**config.mk**
```make
export PLATFORM = sky130hd
export DESIGN_NAME = spi_slave_port_flat
export DESIGN_NICKNAME = d
export VERILOG_FILES = /design/src/rtl/spi_slave_port_if.sv /design/src/rtl/spi_slave_port.sv /design/src/flat_wrapper.sv
export SDC_FILE = /design/constraint.sdc
export NUM_CORES = 1
export LEC_CHECK = 0
export CORE_MARGIN = 5
export CORE_UTILIZATION = 50
export DETAILED_ROUTE_END_ITERATION = 8
export PLACE_DENSITY_LB_ADDON = 0.2
export SETUP_SLACK_MARGIN = 0.15
export SYNTH_ARGS = -nofsm -noshare
export SYNTH_HDL_FRONTEND = slang
export SYNTH_SLANG_ARGS = --single-unit
```
**constraint.sdc**
```tcl
create_clock -name clk -period 2.11 [get_ports clk]
set_input_delay 0.211 -clock clk [delete_from_list [all_inputs] [get_ports clk]]
set_output_delay 0.211 -clock clk [all_outputs]
set_load 0.03 [all_outputs]
```
**src/rtl/spi_slave_port_if.sv**
```systemverilog
// SPI responder bus bundle: serial pins toward the external master plus the
//   byte-wide TX/RX handshake toward local logic.
// The slave modport is the responder's view; master is the view of whatever drives the pins.
// Ports: spi_sclk/spi_cs_n/spi_mosi/spi_miso (serial), tx_byte/tx_valid/tx_ready (TX),
//   rx_byte/rx_valid/rx_read/rx_overrun (RX), busy (chip select active).
interface spi_slave_port_if;
  logic       spi_sclk;
  logic       spi_cs_n;
  logic       spi_mosi;
  logic       spi_miso;
  logic [7:0] tx_byte;
  logic       tx_valid;
  logic       tx_ready;
  logic [7:0] rx_byte;
  logic       rx_valid;
  logic       rx_read;
  logic       rx_overrun;
  logic       busy;

  modport slave (
    input  spi_sclk, spi_cs_n, spi_mosi, tx_byte, tx_valid, rx_read,
    output spi_miso, tx_ready, rx_byte, rx_valid, rx_overrun, busy
  );

  modport master (
    output spi_sclk, spi_cs_n, spi_mosi, tx_byte, tx_valid, rx_read,
    input  spi_miso, tx_ready, rx_byte, rx_valid, rx_overrun, busy
  );
endinterface

```
**src/rtl/spi_slave_port.sv**
```systemverilog
// SPI mode-0 responder (MSB first, 8-bit frames, back-to-back bytes under one CS).
// Latency: SYNC_STAGES+1 clk from an SCLK edge to its effect; rx_valid rises the cycle after the 8th-edge push.
// Backpressure: TX via tx_valid/tx_ready holding register (0xFF sent if empty); RX full drops the byte and sets rx_overrun.
// Ports: clk, rst (async active-low); bus (spi_slave_port_if.slave) carries the serial pins and byte handshakes.
// Build option: define SPI_SLAVE_FIFO_EN for a FIFO_DEPTH-entry RX FIFO; otherwise RX is a single holding register.
module spi_slave_port #(
  parameter int SYNC_STAGES = 2,
  parameter int FIFO_DEPTH  = 8
) (
  input  logic              clk,
  input  logic              rst,
  spi_slave_port_if.slave   bus
);

  if (SYNC_STAGES < 2) begin : g_bad_sync
    $error("SYNC_STAGES must be at least 2");
  end
  if (FIFO_DEPTH < 2 || (FIFO_DEPTH & (FIFO_DEPTH - 1)) != 0) begin : g_bad_depth
    $error("FIFO_DEPTH must be a power of two, at least 2");
  end

  typedef enum logic {IDLE = 1'b0, SHIFT = 1'b1} state_t;

  // Input synchronizers; sclk/cs_n idle high out of reset so no false edges appear.
  logic [SYNC_STAGES-1:0] sclk_sync_q, cs_sync_q, mosi_sync_q;
  logic                   sclk_prev_q, cs_prev_q;
  logic                   sclk_s, cs_s, mosi_s;
  logic                   sclk_rise, sclk_fall, cs_fall, cs_rise;

  state_t     state_q, state_d;
  logic [2:0] cnt_q, cnt_d;
  logic [7:0] rx_shift_q, rx_shift_d;
  logic [7:0] tx_shift_q, tx_shift_d;
  logic [7:0] tx_hold_q, tx_hold_d;
  logic       tx_hold_vld_q, tx_hold_vld_d;
  logic       consume;
  logic       push;
  logic [7:0] push_dat;

  logic       pop;
  logic       rx_full;
  logic       rx_valid_w;
  logic       push_ok;
  logic       overrun_q;

  assign sclk_s = sclk_sync_q[SYNC_STAGES-1];
  assign cs_s   = cs_sync_q[SYNC_STAGES-1];
  assign mosi_s = mosi_sync_q[SYNC_STAGES-1];

  assign sclk_rise = sclk_s & ~sclk_prev_q;
  assign sclk_fall = ~sclk_s & sclk_prev_q;
  assign cs_fall   = ~cs_s & cs_prev_q;
  assign cs_rise   = cs_s & ~cs_prev_q;

  always_comb begin
    state_d       = state_q;
    cnt_d         = cnt_q;
    rx_shift_d    = rx_shift_q;
    tx_shift_d    = tx_shift_q;
    tx_hold_d     = tx_hold_q;
    tx_hold_vld_d = tx_hold_vld_q;
    consume       = 1'b0;
    push          = 1'b0;
    push_dat      = {rx_shift_q[6:0], mosi_s};

    case (state_q)
      IDLE: begin
        if (cs_fall) begin
          state_d = SHIFT;
          cnt_d   = 3'd0;
          consume = 1'b1;
        end
      end
      SHIFT: begin
        if (cs_rise) begin
          // Partial byte is simply abandoned; rx_shift is overwritten by the next frame.
          state_d = IDLE;
          cnt_d   = 3'd0;
        end else if (sclk_rise) begin
          rx_shift_d = push_dat;
          cnt_d      = cnt_q + 3'd1;
          push       = (cnt_q == 3'd7);
        end else if (sclk_fall) begin
          // Counter back at 0 on a falling edge means a byte just completed:
          // reload for the next back-to-back byte instead of shifting.
          if (cnt_q == 3'd0) begin
            consume = 1'b1;
          end else begin
            tx_shift_d = {tx_shift_q[6:0], 1'b0};
          end
        end
      end
      default: state_d = IDLE;
    endcase

    if (consume) begin
      tx_shift_d    = tx_hold_vld_q ? tx_hold_q : 8'hFF;
      tx_hold_vld_d = 1'b0;
    end
    if (bus.tx_valid && !tx_hold_vld_q) begin
      tx_hold_d     = bus.tx_byte;
      tx_hold_vld_d = 1'b1;
    end
  end

  always_ff @(posedge clk or negedge rst) begin
    if (!rst) begin
      sclk_sync_q   <= '1;
      cs_sync_q     <= '1;
      mosi_sync_q   <= '0;
      sclk_prev_q   <= 1'b1;
      cs_prev_q     <= 1'b1;
      state_q       <= IDLE;
      cnt_q         <= 3'd0;
      rx_shift_q    <= 8'h00;
      tx_shift_q    <= 8'h00;
      tx_hold_q     <= 8'h00;
      tx_hold_vld_q <= 1'b0;
    end else begin
      sclk_sync_q   <= {sclk_sync_q[SYNC_STAGES-2:0], bus.spi_sclk};
      cs_sync_q     <= {cs_sync_q[SYNC_STAGES-2:0], bus.spi_cs_n};
      mosi_sync_q   <= {mosi_sync_q[SYNC_STAGES-2:0], bus.spi_mosi};
      sclk_prev_q   <= sclk_s;
      cs_prev_q     <= cs_s;
      state_q       <= state_d;
      cnt_q         <= cnt_d;
      rx_shift_q    <= rx_shift_d;
      tx_shift_q    <= tx_shift_d;
      tx_hold_q     <= tx_hold_d;
      tx_hold_vld_q <= tx_hold_vld_d;
    end
  end

  assign bus.spi_miso = (state_q == SHIFT) ? tx_shift_q[7] : 1'b1;
  assign bus.tx_ready = ~tx_hold_vld_q;
  assign bus.busy     = ~cs_s;

  // RX buffer: a pop frees a slot in the same cycle, so push+pop while full is accepted.
  assign pop     = bus.rx_read & rx_valid_w;
  assign push_ok = push & (~rx_full | pop);

`ifdef SPI_SLAVE_FIFO_EN
  localparam int AW = $clog2(FIFO_DEPTH);

  logic [7:0]  mem_q [FIFO_DEPTH];
  logic [AW-1:0] wr_ptr_q, rd_ptr_q;
  logic [AW:0]   count_q;

  assign rx_full    = (count_q == (AW+1)'(FIFO_DEPTH));
  assign rx_valid_w = (count_q != '0);
  assign bus.rx_byte = rx_valid_w ? mem_q[rd_ptr_q] : 8'h00;

  always_ff @(posedge clk) begin
    if (push_ok) begin
      mem_q[wr_ptr_q] <= push_dat;
    end
  end

  always_ff @(posedge clk or negedge rst) begin
    if (!rst) begin
      wr_ptr_q <= '0;
      rd_ptr_q <= '0;
      count_q  <= '0;
    end else begin
      if (push_ok) wr_ptr_q <= wr_ptr_q + 1'b1;
      if (pop)     rd_ptr_q <= rd_ptr_q + 1'b1;
      case ({push_ok, pop})
        2'b10:   count_q <= count_q + 1'b1;
        2'b01:   count_q <= count_q - 1'b1;
        default: count_q <= count_q;
      endcase
    end
  end
`else
  logic [7:0] rx_hold_q;
  logic       rx_hold_vld_q;

  assign rx_full     = rx_hold_vld_q;
  assign rx_valid_w  = rx_hold_vld_q;
  assign bus.rx_byte = rx_hold_q;

  always_ff @(posedge clk or negedge rst) begin
    if (!rst) begin
      rx_hold_q     <= 8'h00;
      rx_hold_vld_q <= 1'b0;
    end else begin
      if (push_ok) begin
        rx_hold_q     <= push_dat;
        rx_hold_vld_q <= 1'b1;
      end else if (pop) begin
        rx_hold_vld_q <= 1'b0;
      end
    end
  end
`endif

  always_ff @(posedge clk or negedge rst) begin
    if (!rst) begin
      overrun_q <= 1'b0;
    end else if (pop) begin
      overrun_q <= 1'b0;
    end else if (push && rx_full) begin
      overrun_q <= 1'b1;
    end
  end

  assign bus.rx_valid   = rx_valid_w;
  assign bus.rx_overrun = overrun_q;

endmodule

```
**src/flat_wrapper.sv**
```systemverilog
// flat-port wrapper written by rule: the top's interface ports become plain ports
module spi_slave_port_flat 
#(
  parameter int SYNC_STAGES = 2,
  parameter int FIFO_DEPTH  = 8
)
  (clk, rst, bus_spi_sclk, bus_spi_cs_n, bus_spi_mosi, bus_tx_byte, bus_tx_valid, bus_rx_read, bus_spi_miso, bus_tx_ready, bus_rx_byte, bus_rx_valid, bus_rx_overrun, bus_busy);
  spi_slave_port_if bus_i ();
  input  logic clk;
  input  logic rst;
  input wire logic [$bits(bus_i.spi_sclk)-1:0] bus_spi_sclk;
  input wire logic [$bits(bus_i.spi_cs_n)-1:0] bus_spi_cs_n;
  input wire logic [$bits(bus_i.spi_mosi)-1:0] bus_spi_mosi;
  input wire logic [$bits(bus_i.tx_byte)-1:0] bus_tx_byte;
  input wire logic [$bits(bus_i.tx_valid)-1:0] bus_tx_valid;
  input wire logic [$bits(bus_i.rx_read)-1:0] bus_rx_read;
  output wire logic [$bits(bus_i.spi_miso)-1:0] bus_spi_miso;
  output wire logic [$bits(bus_i.tx_ready)-1:0] bus_tx_ready;
  output wire logic [$bits(bus_i.rx_byte)-1:0] bus_rx_byte;
  output wire logic [$bits(bus_i.rx_valid)-1:0] bus_rx_valid;
  output wire logic [$bits(bus_i.rx_overrun)-1:0] bus_rx_overrun;
  output wire logic [$bits(bus_i.busy)-1:0] bus_busy;
  assign bus_i.spi_sclk = bus_spi_sclk;
  assign bus_i.spi_cs_n = bus_spi_cs_n;
  assign bus_i.spi_mosi = bus_spi_mosi;
  assign bus_i.tx_byte = bus_tx_byte;
  assign bus_i.tx_valid = bus_tx_valid;
  assign bus_i.rx_read = bus_rx_read;
  assign bus_spi_miso = bus_i.spi_miso;
  assign bus_tx_ready = bus_i.tx_ready;
  assign bus_rx_byte = bus_i.rx_byte;
  assign bus_rx_valid = bus_i.rx_valid;
  assign bus_rx_overrun = bus_i.rx_overrun;
  assign bus_busy = bus_i.busy;
  spi_slave_port #(.SYNC_STAGES(SYNC_STAGES), .FIFO_DEPTH(FIFO_DEPTH)) u_core (.clk(clk), .rst(rst), .bus(bus_i));
endmodule
```
### Word level (Yosys, flattened, before mapping)

Cells that the tools add are included.

* register bits: 46
* input bits: 15
* output and inout port bits: 13
* logic and storage cells: 77

* add/subtract/negate cells: 1
* equality and inequality tests: 6
* mux-type cells: 29
* bitwise logic cells: 15
* reductions and logical operators: 12

Operators with widths (count)
* 8-bit two-way mux: 7
* 1-bit two-way mux: 16
* 2-bit nonzero test: 5
* 3-bit two-way mux: 3
* 1-bit inverter: 8
* 1-bit bitwise AND: 6
* 3-bit one-hot mux with 2 select lines: 1
* 5-bit AND reduction: 1
* 2-bit by 1-bit inequality test with 1-bit output (second input constant): 2
* 2-bit inequality test (second input constant): 2
* 1-bit one-hot mux with 2 select lines: 2
* 3-bit by 1-bit adder with 3-bit output (second input constant): 1
* 3-bit equality test (second input constant): 1
* 3-bit zero test: 1
* 3-bit by 1-bit inequality test with 1-bit output (second input constant): 1
* 3-bit AND reduction: 1
* 1-bit logical AND: 2
* 2-bit AND reduction: 1
* 1-bit zero test: 1
* 1-bit bitwise OR: 1

### Depth between registers and ports, before layout

* depth after elaboration: 8
* depth in mapped cells: 7
* mapped depth without buffers: 6

### Worst setup path after synthesis

OpenSTA, ideal clock, no wires.

* path type: flip-flop to flip-flop
* from: register u_core.sclk_sync_q[1]
* to: register u_core.rx_hold_q[0], in the netlist u_core.bus.rx_byte[0]
* setup time: 0.125 ns
* data arrival time: 1.398 ns
* data required time: 1.985 ns
* slack: 0.587 ns
* stages on the path, launching flop included: 5
* buffers on the path: 0
* period minus slack after synthesis: 1.523 ns
* cells stage by stage: dfstp_2 and2b_1 nand4_4 a21oi_4 mux2_2

* cells in the longest elaborated chain, start to end: 5

Ends and longest elaborated chain
* start, declared: line spi_slave_port.sv:25 `logic [SYNC_STAGES-1:0] sclk_sync_q, cs_sync_q, mosi_sync_q;`
* start signal, assigned: line spi_slave_port.sv:120 `sclk_sync_q <= {sclk_sync_q[SYNC_STAGES-2:0], bus.spi_sclk};`
* 1-bit bitwise AND: line spi_slave_port.sv:50 `assign sclk_rise = sclk_s & ~sclk_prev_q;`
* 1-bit two-way mux: line spi_slave_port.sv:79 `end else if (sclk_rise) begin`
* 1-bit two-way mux: line spi_slave_port.sv:75 `if (cs_rise) begin`
* 1-bit two-way mux: line spi_slave_port.sv:66 `case (state_q)`
* 1-bit bitwise AND: line spi_slave_port.sv:140 `assign push_ok = push & (~rx_full | pop);`
* end signal, assigned: line spi_slave_port.sv:188 `rx_hold_q <= push_dat;`
* end, declared: line spi_slave_port.sv:175 `logic [7:0] rx_hold_q;`

Every way passes these cells.
A chain may end at the register's enable or synchronous reset.

### Final worst setup path

* from: register u_core.state_q
* to: output port bus_spi_miso

* cells in the longest elaborated chain, start to end: 1

Ends and longest elaborated chain
* start, declared: line spi_slave_port.sv:30 `state_t state_q, state_d;`
* start signal, assigned: line spi_slave_port.sv:125 `state_q <= state_d;`
* 1-bit two-way mux: line spi_slave_port.sv:134 `assign bus.spi_miso = (state_q == SHIFT) ? tx_shift_q[7] : 1'b1;`
* end, declared: line flat_wrapper.sv:17 `output wire logic [$bits(bus_i.spi_miso)-1:0] bus_spi_miso;`

Every way passes these cells.

==> qor.csv <==
metric,value,unit
r2r setup slk,0.45,ns
Mapped Area,1960,sq um
row count,22,
ANT nets after route,0,
drt initial violations,101,
Cell variety after synth,32,
min Tclk post-route,1.87,ns
Power Density,1000,nW/um^2
area of the multi-input gates,749,sq um
"Req. time, crit path",1.90,ns
Initial Util,0.527,
Synth area leader,dfrtp_1,
Seq pwr share,0.519,
Synth Warn #,0,
top area cells in the synthesized netlist,"dfrtp_1, mux2_2, dfstp_2",
metal2 WL,1.60,mm
n_diodes,0,
clock power share,0.224,
WL/cell,13.7,um
Detailed Route WL,3.41,mm
Final Hold Viols,0,
CP max FO,11,
largest net degree at the start of global routing,18,
Cells after Synth,164,
clock sink count,46,
area grow syn2layout,22.3,%
outcome,"complete, no violations",
Sw Ratio,0.314,
Fillers,301,
CTS max path bufs,2,
chip width,72.6,um
Post-Syn Nets,182,
worst clock skew,0.0112,ns
clock latency on the worst-skew pair,0.30,ns
Async SR Flop Fraction,1.00,
core area,3720,sq um
Final WS setup,0.240,ns
setup TNS,0,ns
Leak,1.11,nW
layout cells sized above 1,0.195,
most frequent cells in the layout,"dfrtp_1, nand2_1, clkdlybuf4s50_1",
Max Freq,0.535,GHz
Int Power,0.00165,W
hold_ws,0.304,ns
"commonest non-fill, non-tap cell in the layout",dfrtp_1,
CTS tree,yes,
routed via count,1315,
combinational fraction of design power,0.256,
Via density,5.30,
Total Nets Final,217,
die area,5270,sq um
CP Cell Sequence,nand2b_1 > clkdlybuf4s50_1,
crit path max-delay cell type,clkdlybuf4s50_1,
H-tree depth,2,
Worst Path Arrival,1.66,ns
max_cap viols,0,
first-pass GRT wire length,6.18,mm
share of the synthesized area in the top cell type,0.511,
Worst path max stage delay,0.67,ns
fin crit share,0.886,
DRT met1 WL,1.60,mm
worst slew pin tran,0.470,ns
max layer used,met4,
grt ovf,0,
root buffer cell,clkbuf_8,
Sequential cell area,1160,sq um
design area,2400,sq um
maximum VDD drop,0.000639,V
syn avg cell area,11.9,sq um
count of pins over their slew limit,0,
dpl ws,0.448,ns
die height,72.6,um
hpwl dp,2.57,mm
initial antenna violation count,0,
"EDFF count, synth",0,
Num CTS Buffers,5,
IO buf count,27,
clk slew on worst S/H paths,0.09,ns
startpoint types,flip-flop,
"FF+latch count, synth",46,
I/O Pins,28,
met3 routed WL,178,um
kind of critical path,flip-flop to output port,
Worst slew margin,0.687,
TritonRoute pass-1 iters,4,
GRT Overall Usage,0.151,
Placement Cell Area,2290,sq um
# DRC,0,
vias in the first global route,1340,
Finish-stage setup viols,0,
Psw,0.000755,W
placer congestion estimate,0.790,
CP endpoint kind,output port,
RSZ-0062 raised after global routing,false,
register area share after synthesis,0.591,
HP Class,primary input to flip-flop,
main flop type after synthesis,dfrtp_1,
-- power by group through the flow --
| stage | registers (W) | clock network, W | logic, W |
|---|---|---|---|
| 3_3_place_gp | 0.00125 | 0 | 0.000598 |
| 5_1_grt | 0.00128 | 0.000602 | 0.000695 |
| 3_5_place_dp | 0.00127 | 0 | 0.000623 |
| 6_report | 0.00125 | 0.000540 | 0.000617 |
| 4_1_cts | 0.00125 | 0.000556 | 0.000625 |
| 2_1_floorplan | 0.00122 | 0 | 0.000455 |
-- critical path, delay by kind of cell, from the launching register on --
family / cells / cell delay (ns)
buffers and inverters: 1 / 0.67
and+or+nand+nor: 1 / 0.14
DFF: 1 / 0.55
-- timing repair --
action / CTS / global route
gates resized for setup: 0 / 0
endpoints found under the hold margin: 12 / 0
setup buffers: 0 / 0
hold buffers: 1 / 0
-- area by class of cell --
type | count | area share
Clock buffer | 5 | 0.0287
Clock inverter | 3 | 0.00992
Inverter | 8 | 0.0125
Multi-Input combinational cell | 106 | 0.313
Sequential cell | 46 | 0.484
Tap cell | 48 | 0.0251
Timing Repair Buffer | 32 | 0.127
-- state kept, by name, summed over array words and instances, names as in the netlist --
| signal | cells |
|---|---|
| u_core.tx_hold_vld_q | 1 |
| u_core.cs_prev_q | 1 |
| u_core.sclk_prev_q | 1 |
| u_core.state_q | 1 |
| u_core.cnt_q | 3 |
| u_core.bus.rx_valid | 1 |
| u_core.tx_shift_q | 8 |
| u_core.bus.rx_byte | 8 |
| u_core.mosi_sync_q | 2 |
| u_core.rx_shift_q | 7 |
| u_core.sclk_sync_q | 2 |
| u_core.bus.rx_overrun | 1 |
| u_core.cs_sync_q | 2 |
| u_core.tx_hold_q | 8 |
-- metal layers --
metal / up-vias / global-route usage
li1: 638 / -
met1: 637 / 0.209
met2: 36 / 0.230
met3: 4 / 0.0441
met4: 0 / 0.0451
met5: - / 0
-- cells by family after synthesis --
family	share of synthesized area
and+or+nand+nor	0.150
DFF	0.591
AOI/OAI and AO/OA	0.116
muxes	0.0971
buffers and inverters	0.0262
adders and majority gates	0.0192
-- final timing paths --
kind	start	endpoint	depth (start not counted)
hold / removal	bus_spi_cs_n	u_core.cs_sync_q[0]	1
hold reg to reg	u_core.sclk_sync_q[0]	u_core.sclk_sync_q[1]	0
min in group asynchronous	rst	u_core.tx_shift_q[2]	2
max in group asynchronous	rst	u_core.sclk_sync_q[0]	3
setup reg to reg	u_core.cnt_q[0]	u_core.bus.rx_byte[7]	5
setup / recovery	u_core.state_q	bus_spi_miso	2
-- synthesized netlist by cell type (2+ instances only) --
cell	instances
dfrtp_1	40
ha_1	3
nor2b_1	2
nand2_1	37
a21oi_1	9
nand2b_1	8
buf_2	2
and2b_1	2
dfstp_2	6
nand3_1	2
nor2_1	2
a22o_1	2
mux2_2	15
a221o_1	6
o21ai_0	4
inv_1	8
-- through the flow --
step                power (W)  std cells  utilization
finish                0.00241        248        0.645
global route          0.00258        248        0.645
CTS                   0.00243        248        0.645
detailed placement    0.00189        239        0.617
global placement      0.00185        239        0.617
floorplan             0.00167        164            -
Power figures use the tool's default switching activity.
